--- config.mk ---
export PLATFORM = sky130hd
export DESIGN_NAME = pwm_encoder
export DESIGN_NICKNAME = d
export VERILOG_FILES = /design/src/rtl/pwm_encoder.sv
export SDC_FILE = /design/constraint.sdc
export NUM_CORES = 1
export LEC_CHECK = 0
export CAP_MARGIN = 20
export CORE_ASPECT_RATIO = 0.6
export CORE_UTILIZATION = 35
export CTS_CLUSTER_SIZE = 12
export DETAILED_ROUTE_END_ITERATION = 10
export GPL_TIMING_DRIVEN = 0
export PLACE_DENSITY = 0.62
export SETUP_SLACK_MARGIN = 0.3
export SYNTH_ARGS = -nofsm -noshare
export SYNTH_HDL_FRONTEND = slang
export SYNTH_SLANG_ARGS = --single-unit
--- constraint.sdc ---
create_clock -name clk -period 2.8 [get_ports clk]
set_clock_uncertainty 0.15 [all_clocks]
set_input_delay 0.56 -clock clk [delete_from_list [all_inputs] [get_ports clk]]
set_output_delay 0.56 -clock clk [all_outputs]
set_load 0.05 [all_outputs]
--- src/rtl/pwm_encoder.sv ---
// PWM encoder: a duty value taken over valid/ready lands in a shadow register
// and becomes the active duty only at a period boundary, so periods never glitch.
module pwm_encoder #(
  parameter int WIDTH    = 8,
  parameter int PRESCALE = 1,
  parameter bit POLARITY = 1'b0
) (
  input  logic             clk,
  input  logic             rst,
  input  logic [WIDTH-1:0] duty_in,
  input  logic             duty_valid,
  output logic             duty_ready,
  input  logic             enable,
  output logic             pwm_out,
  output logic             period_start,
  output logic [WIDTH-1:0] duty_active
);

  localparam int PCW = (PRESCALE > 1) ? $clog2(PRESCALE) : 1;
  localparam logic [PCW-1:0]   PRE_LAST  = PCW'(PRESCALE - 1);
  localparam logic [WIDTH-1:0] PCNT_LAST = {{(WIDTH-1){1'b1}}, 1'b0};

  typedef enum logic {
    ST_IDLE = 1'b0,
    ST_RUN  = 1'b1
  } state_t;

  state_t           r_state;
  state_t           w_state_nxt;
  logic [PCW-1:0]   r_pre_cnt;
  logic [PCW-1:0]   w_pre_cnt_nxt;
  logic [WIDTH-1:0] r_pcnt;
  logic [WIDTH-1:0] w_pcnt_nxt;
  logic [WIDTH-1:0] r_shadow;
  logic             r_shadow_full;
  logic [WIDTH-1:0] r_duty_active;
  logic             r_period_start;
  logic             w_period_start_nxt;
  logic             r_pwm;
  logic             w_pwm_nxt;
  logic             w_tick;
  logic             w_load;
  logic             w_accept;

  // Handshake: a transfer happens on a rising clk edge where duty_valid and
  // duty_ready are both high; the sender must hold duty_in until then.
  assign duty_ready   = !r_shadow_full;
  assign w_accept     = duty_valid && !r_shadow_full;
  assign pwm_out      = r_pwm;
  assign period_start = r_period_start;
  assign duty_active  = r_duty_active;

  always_ff @(posedge clk or posedge rst) begin
    if (rst) begin
      r_state <= ST_IDLE;
    end else begin
      r_state <= w_state_nxt;
    end
  end

  always_comb begin
    w_state_nxt        = r_state;
    w_pre_cnt_nxt      = '0;
    w_pcnt_nxt         = '0;
    w_period_start_nxt = 1'b0;
    w_pwm_nxt          = POLARITY;
    w_tick             = 1'b0;
    w_load             = 1'b0;
    unique case (r_state)
      ST_IDLE: begin
        if (enable) begin
          w_state_nxt        = ST_RUN;
          w_period_start_nxt = 1'b1;
          w_load             = r_shadow_full;
        end
      end
      ST_RUN: begin
        // Dropping enable beats any boundary in the same cycle.
        if (!enable) begin
          w_state_nxt = ST_IDLE;
        end else begin
          w_pwm_nxt     = (r_pcnt < r_duty_active) ^ POLARITY;
          w_tick        = (r_pre_cnt == PRE_LAST);
          w_pre_cnt_nxt = w_tick ? '0 : r_pre_cnt + PCW'(1);
          w_pcnt_nxt    = r_pcnt;
          if (w_tick) begin
            if (r_pcnt == PCNT_LAST) begin
              w_pcnt_nxt         = '0;
              w_period_start_nxt = 1'b1;
              w_load             = r_shadow_full;
            end else begin
              w_pcnt_nxt = r_pcnt + WIDTH'(1);
            end
          end
        end
      end
      default: begin
        w_state_nxt = ST_IDLE;
      end
    endcase
  end

  always_ff @(posedge clk or posedge rst) begin
    if (rst) begin
      r_pre_cnt      <= '0;
      r_pcnt         <= '0;
      r_period_start <= 1'b0;
      r_pwm          <= POLARITY;
    end else begin
      r_pre_cnt      <= w_pre_cnt_nxt;
      r_pcnt         <= w_pcnt_nxt;
      r_period_start <= w_period_start_nxt;
      r_pwm          <= w_pwm_nxt;
    end
  end

  // A load needs a full shadow, which keeps duty_ready low, so load and
  // accept can never coincide.
  always_ff @(posedge clk or posedge rst) begin
    if (rst) begin
      r_shadow      <= '0;
      r_shadow_full <= 1'b0;
      r_duty_active <= '0;
    end else begin
      if (w_load) begin
        r_duty_active <= r_shadow;
        r_shadow_full <= 1'b0;
      end else if (w_accept) begin
        r_shadow      <= duty_in;
        r_shadow_full <= 1'b1;
      end
    end
  end

endmodule

# --- Word-level counts from Yosys, hierarchy flattened ---
# Index checks and enable logic that the tools add are counted.
totals:
  register_bits: 29
  wordCells: 40
classes:
  n_addsub: 2
  magnitude_cmp: 1
  n_eq_ne: 2
  muxes: 21
  bitwise: 2
  reduce_logical: 4
op_table:
  columns: ["op", "count"]
  rows:
  - ["8-bit two-way mux", 4]
  - ["1-bit two-way mux", 15]
  - ["8-bit by 1-bit adder with 8-bit output (second input constant)", 1]
  - ["8-bit equality test (second input constant)", 1]
  - ["8-bit < comparator", 1]
  - ["1-bit one-hot mux with 2 select lines", 2]
  - ["3-bit inequality test (second input constant)", 1]
  - ["1-bit inverter", 2]
  - ["2-bit AND reduction", 1]
  - ["2-bit nonzero test", 1]
  - ["1-bit adder (second input constant)", 1]
  - ["1-bit logical AND", 1]
  - ["1-bit logical NOT", 1]

# --- Longest topological paths before layout ---
logic_depth:
  depth_word: 7
  mapped_depth: 6
  depth_no_buf: 6

# --- Worst setup path after synthesis ---
# No wires, ideal clock.
synth_path:
  path_type: "reg2reg"
  startpoint: "register r_duty_active[1] (netlist: duty_active[1])"
  endpoint: "register r_pwm (netlist: pwm_out)"
  setup_time_ns: 0.065
  t_arrival_ns: 1.705
  required_ns: 2.585
  slack_ns: 0.879
  stages_incl_launch_ff: 7
  n_path_buf: 0
  cell_sequence: "dfrtp_1 -> inv_1 -> ha_1 -> o21ai_0 -> o21bai_1 -> a2111oi_0 -> o21a_1"
synth_between:
  elab_chain_len: 3
synth_rtl:
  columns: ["element", "line_no", "rtl"]
  rows:
  - ["from (decl)", "36", "logic [WIDTH-1:0] r_duty_active;"]
  - ["from (signal assigned)", "126", "r_duty_active <= r_shadow;"]
  - ["8-bit < comparator", "82", "w_pwm_nxt = (r_pcnt < r_duty_active) ^ POLARITY;"]
  - ["1-bit two-way mux", "79", "if (!enable) begin"]
  - ["1-bit two-way mux", "69", "unique case (r_state)"]
  - ["named net w_pwm_nxt", "40", "logic w_pwm_nxt;"]
  - ["to (signal assigned)", "113", "r_pwm <= w_pwm_nxt;"]
  - ["to (decl)", "39", "logic r_pwm;"]
# The timed path passes the listed nets, and every way through them passes these cells.
# A chain may end at the register's enable or synchronous reset.

# --- Worst setup path in the final report ---
layout_path:
  startpoint: "register r_shadow_full"
  endpoint: "output duty_ready"
layout_between:
  elab_chain_len: 1
layout_rtl:
  columns: ["element", "line_no", "rtl"]
  rows:
  - ["from (decl)", "35", "logic r_shadow_full;"]
  - ["from (signal assigned)", "122", "r_shadow_full <= 1'b0;"]
  - ["from (signal assigned)", "127", "r_shadow_full <= 1'b0;"]
  - ["from (signal assigned)", "130", "r_shadow_full <= 1'b1;"]
  - ["1-bit logical NOT", "47", "assign duty_ready = !r_shadow_full;"]
  - ["to (decl)", "12", "output logic duty_ready,"]
# Every way passes these cells.

==> impl_metrics.json <==
{
  "outcome": "finished, final reports clean",
  "post_synth_instance_area_sq_um": 1330,
  "ys.warnings.count": 0,
  "path_max_fanout": 3,
  "drtIter0Drc": 19,
  "combPwrFrac_pct": 43.4,
  "total_leakage_power_uw": 0.000794,
  "antenna-diode-count": 0,
  "largest_net_degree_at_the_start_of_global_routing": 29,
  "die_y_microns": 49.7,
  "post_synth_num_cell_types": 26,
  "postCtsSetupRepairBufs": 0,
  "power_per_cell_area_nw_per_um2": 885,
  "synth_edf_count": 0,
  "timing.max_slew.rel_slack_pct": 67.3,
  "port_buffers": 22,
  "synth-main-ff-cell": "sky130_fd_sc_hd__dfrtp_1",
  "crit_start": "r_shadow_full",
  "clk_latency_ps": 270,
  "clock_sinks": 28,
  "synthDominantAreaCellType": "sky130_fd_sc_hd__dfrtp_1",
  "areaGrowthSynthToFinish_pct": 27.0,
  "design.portCount": 23,
  "critical_path.endpoint_type": "output port",
  "period_needed_ps": 2370,
  "hold_path.class": "reg2reg",
  "synthesis.area_per_instance_sq_um": 13.2,
  "fin_setup_tns_ps": 0,
  "global_route.overflow_total": 0,
  "number_of_global_route_vias_before_repair": 864,
  "synth.net_count": 122,
  "drtPass1Iterations": 6,
  "synth_cells": 101,
  "row_count": 16,
  "setup_viol": 0,
  "floorplan.die_area_sq_um": 4050,
  "whs_path_depth": 1,
  "vias_after_detailed_routing": 831,
  "route.detailed.drc": 0,
  "smallest_setup_slack_after_layout_ps": 430,
  "detailedPlacementHpwl_mm": 1.81,
  "grt_setup_unrepaired": "no",
  "switching_power_uw": 565,
  "worst_slew_pin_slew_ps": 478,
  "antenna_found_initial": 0,
  "finalMaxSlewViolations": 0,
  "drv_cap": 0,
  "critical_path_required_time_ps": 2090,
  "final.hold.worst_slack_ps": 363,
  "int_pwr_uw": 928,
  "routed_via_density": 4.80,
  "number_of_fill_cells": 321,
  "tritoncts.num_buffers": 3,
  "launch_instance_of_the_worst_register_to_register_path": "r_pcnt[0]",
  "wire_length_of_the_first_global_routing_pass_mm": 4.11,
  "post_synth_main_area_contributors": "sky130_fd_sc_hd__dfrtp_1 53%, sky130_fd_sc_hd__mux2_4 9.0%, sky130_fd_sc_hd__ha_1 8.5%",
  "drive_gt1_share_pct": 20.3,
  "maximum_vdd_drop_uv": 614,
  "yosys_register_bits": 28,
  "clock-root-buffer": "sky130_fd_sc_hd__clkbuf_8",
  "post_cts.resized_instances": 0,
  "reg2regPathDepth": 6,
  "yosysMostFrequentCell": "sky130_fd_sc_hd__dfrtp_1",
  "drt_wl_total_mm": 2.40,
  "clock_tree.htree_level_count": 1,
  "hold_viol_final": 0,
  "drtAntennaViolNets": 0,
  "floorplan.initialDensity_pct": 38.6,
  "chipWidth_microns": 81.5,
  "power.share.clock_pct": 16.5,
  "worst_setup_hold_path_clk_slew_ps": 90,
  "criticalPathCategory": "reg2out",
  "synthDominantCellAreaShare_pct": 52.7,
  "cts-hold-fix-buffers": 0,
  "worst-endpoint-arrival_ps": 1660,
  "pre_cts_ws_ps": 550,
  "clock.fmax_mhz": 422,
  "yosysSeqAreaShare_pct": 52.7,
  "netlist_top_cells_count": "28 x sky130_fd_sc_hd__dfrtp_1, 11 x sky130_fd_sc_hd__inv_1, 9 x sky130_fd_sc_hd__ha_1",
  "final.period_utilization_pct": 84.7,
  "cts.path.max_buffers": 2,
  "final_weighted_congestion_in_routability_driven_placement": 0.705,
  "global_route.usage.total_pct": 13.8,
  "worst_setup_path_start_kind": "flip-flop",
  "post_drt_wl_per_cell_microns": 13.9,
  "netSwitchingFraction_pct": 37.8,
  "min_from": "r_shadow[6]",
  "design.final.nets": 150,
  "power_frac_seq_pct": 40.1,
  "postSynth.asyncResetShare_pct": 100,
  "tritoncts": "yes",
  "core_area_sq_um": 3440
}
per-layer routing:
metal  routed length [microns]  part of all wire (%)  global-route usage [%]
met2                      1060                    44                    21.3
met3                       146                   6.1                    5.00
met5                         0                     0                       0
met4                        12                  0.50                    2.68
met1                      1180                    49                    18.6
through the flow:
stage                     util [%]  power, uW  instance area [sq um]  cells
final                         49.0       1490                   1690    173
after CTS                     48.2       1510                   1660    172
after global placement        46.6       1240                   1610    168
after floorplan                  -       1050                   1330    101
after global routing          49.0       1590                   1690    173
after detailed placement      46.6       1250                   1610    168
critical path: stages (launching register included):
cell and delay, ps:
sky130_fd_sc_hd__dfrtp_1 460, sky130_fd_sc_hd__inv_1 110, sky130_fd_sc_hd__clkdlybuf4s50_1 810
power groups by stage:
| stage | Combinational (uW) | Clock [uW] | Sequential [uW] |
|---|---|---|---|
| after global placement | 638 | 0 | 603 |
| final | 648 | 246 | 599 |
| after global routing | 691 | 280 | 615 |
| after detailed placement | 647 | 0 | 608 |
| after CTS | 651 | 258 | 601 |
| after floorplan | 248 | 0 | 801 |
layout make-up:
type | instances | area [sq um] | area share (%)
Inverter | 11 | 41.3 | 2.45
Multi-Input combinational cell | 61 | 582 | 34.5
Clock buffer | 4 | 55.1 | 3.26
Buffer | 1 | 5.00 | 0.297
Tap cell | 45 | 56.3 | 3.34
Timing Repair Buffer | 23 | 248 | 14.7
Sequential cell | 28 | 701 | 41.5
cell families after synthesis:
| family | Yosys count | synth area share (%) |
|---|---|---|
| xor+xnor | 6 | 3.95 |
| buf+inv | 12 | 3.48 |
| simple gates | 20 | 9.04 |
| fa+ha+maj | 9 | 8.47 |
| mux | 16 | 15.8 |
| compound gates | 10 | 6.50 |
| flops | 28 | 52.7 |
cell usage in the layout, fill, tap and decap left out:
cell type                         Yosys  routed
sky130_fd_sc_hd__a22o_4               1       1
sky130_fd_sc_hd__buf_2                1       1
sky130_fd_sc_hd__nand4_1              1       1
sky130_fd_sc_hd__nor3b_1              1       1
sky130_fd_sc_hd__nor2_1               8       8
sky130_fd_sc_hd__nand2_8              1       1
sky130_fd_sc_hd__clkbuf_8             0       4
sky130_fd_sc_hd__and4_1               1       1
sky130_fd_sc_hd__a2111oi_0            1       1
sky130_fd_sc_hd__ha_1                 9       9
sky130_fd_sc_hd__nor2b_1              1       1
sky130_fd_sc_hd__nand3_1              3       3
sky130_fd_sc_hd__o21ai_0              1       1
sky130_fd_sc_hd__a41o_1               1       1
sky130_fd_sc_hd__inv_1               11      11
sky130_fd_sc_hd__and3_2               1       1
sky130_fd_sc_hd__xnor2_1              1       1
sky130_fd_sc_hd__o21a_1               2       2
sky130_fd_sc_hd__clkdlybuf4s50_1      0      22
sky130_fd_sc_hd__o211ai_1             1       1
sky130_fd_sc_hd__mux2_2               8       8
sky130_fd_sc_hd__dfrtp_1             28      28
sky130_fd_sc_hd__and4_4               1       1
sky130_fd_sc_hd__a211oi_1             1       1
sky130_fd_sc_hd__mux2_4               8       8
sky130_fd_sc_hd__xor2_1               5       5
sky130_fd_sc_hd__buf_16               0       1
sky130_fd_sc_hd__nand2_1              2       2
sky130_fd_sc_hd__o21bai_1             2       2
state kept, by name (all words and copies together) (netlist names):
signal / cells
period_start: 1
r_shadow: 8
r_pcnt: 8
duty_active: 8
r_shadow_full: 1
pwm_out: 1
r_state: 1
worst paths after layout:
check	slack (ps)	endpoint
worst max-delay path	430	duty_ready
worst min-delay path	360	duty_active[6]
worst max register to register	920	duty_active[4]
worst min register to register	360	duty_active[6]
max in group asynchronous	1700	duty_active[1]
min in group asynchronous	380	r_shadow[7]
Note: power is estimated with default switching activity, not from simulation.
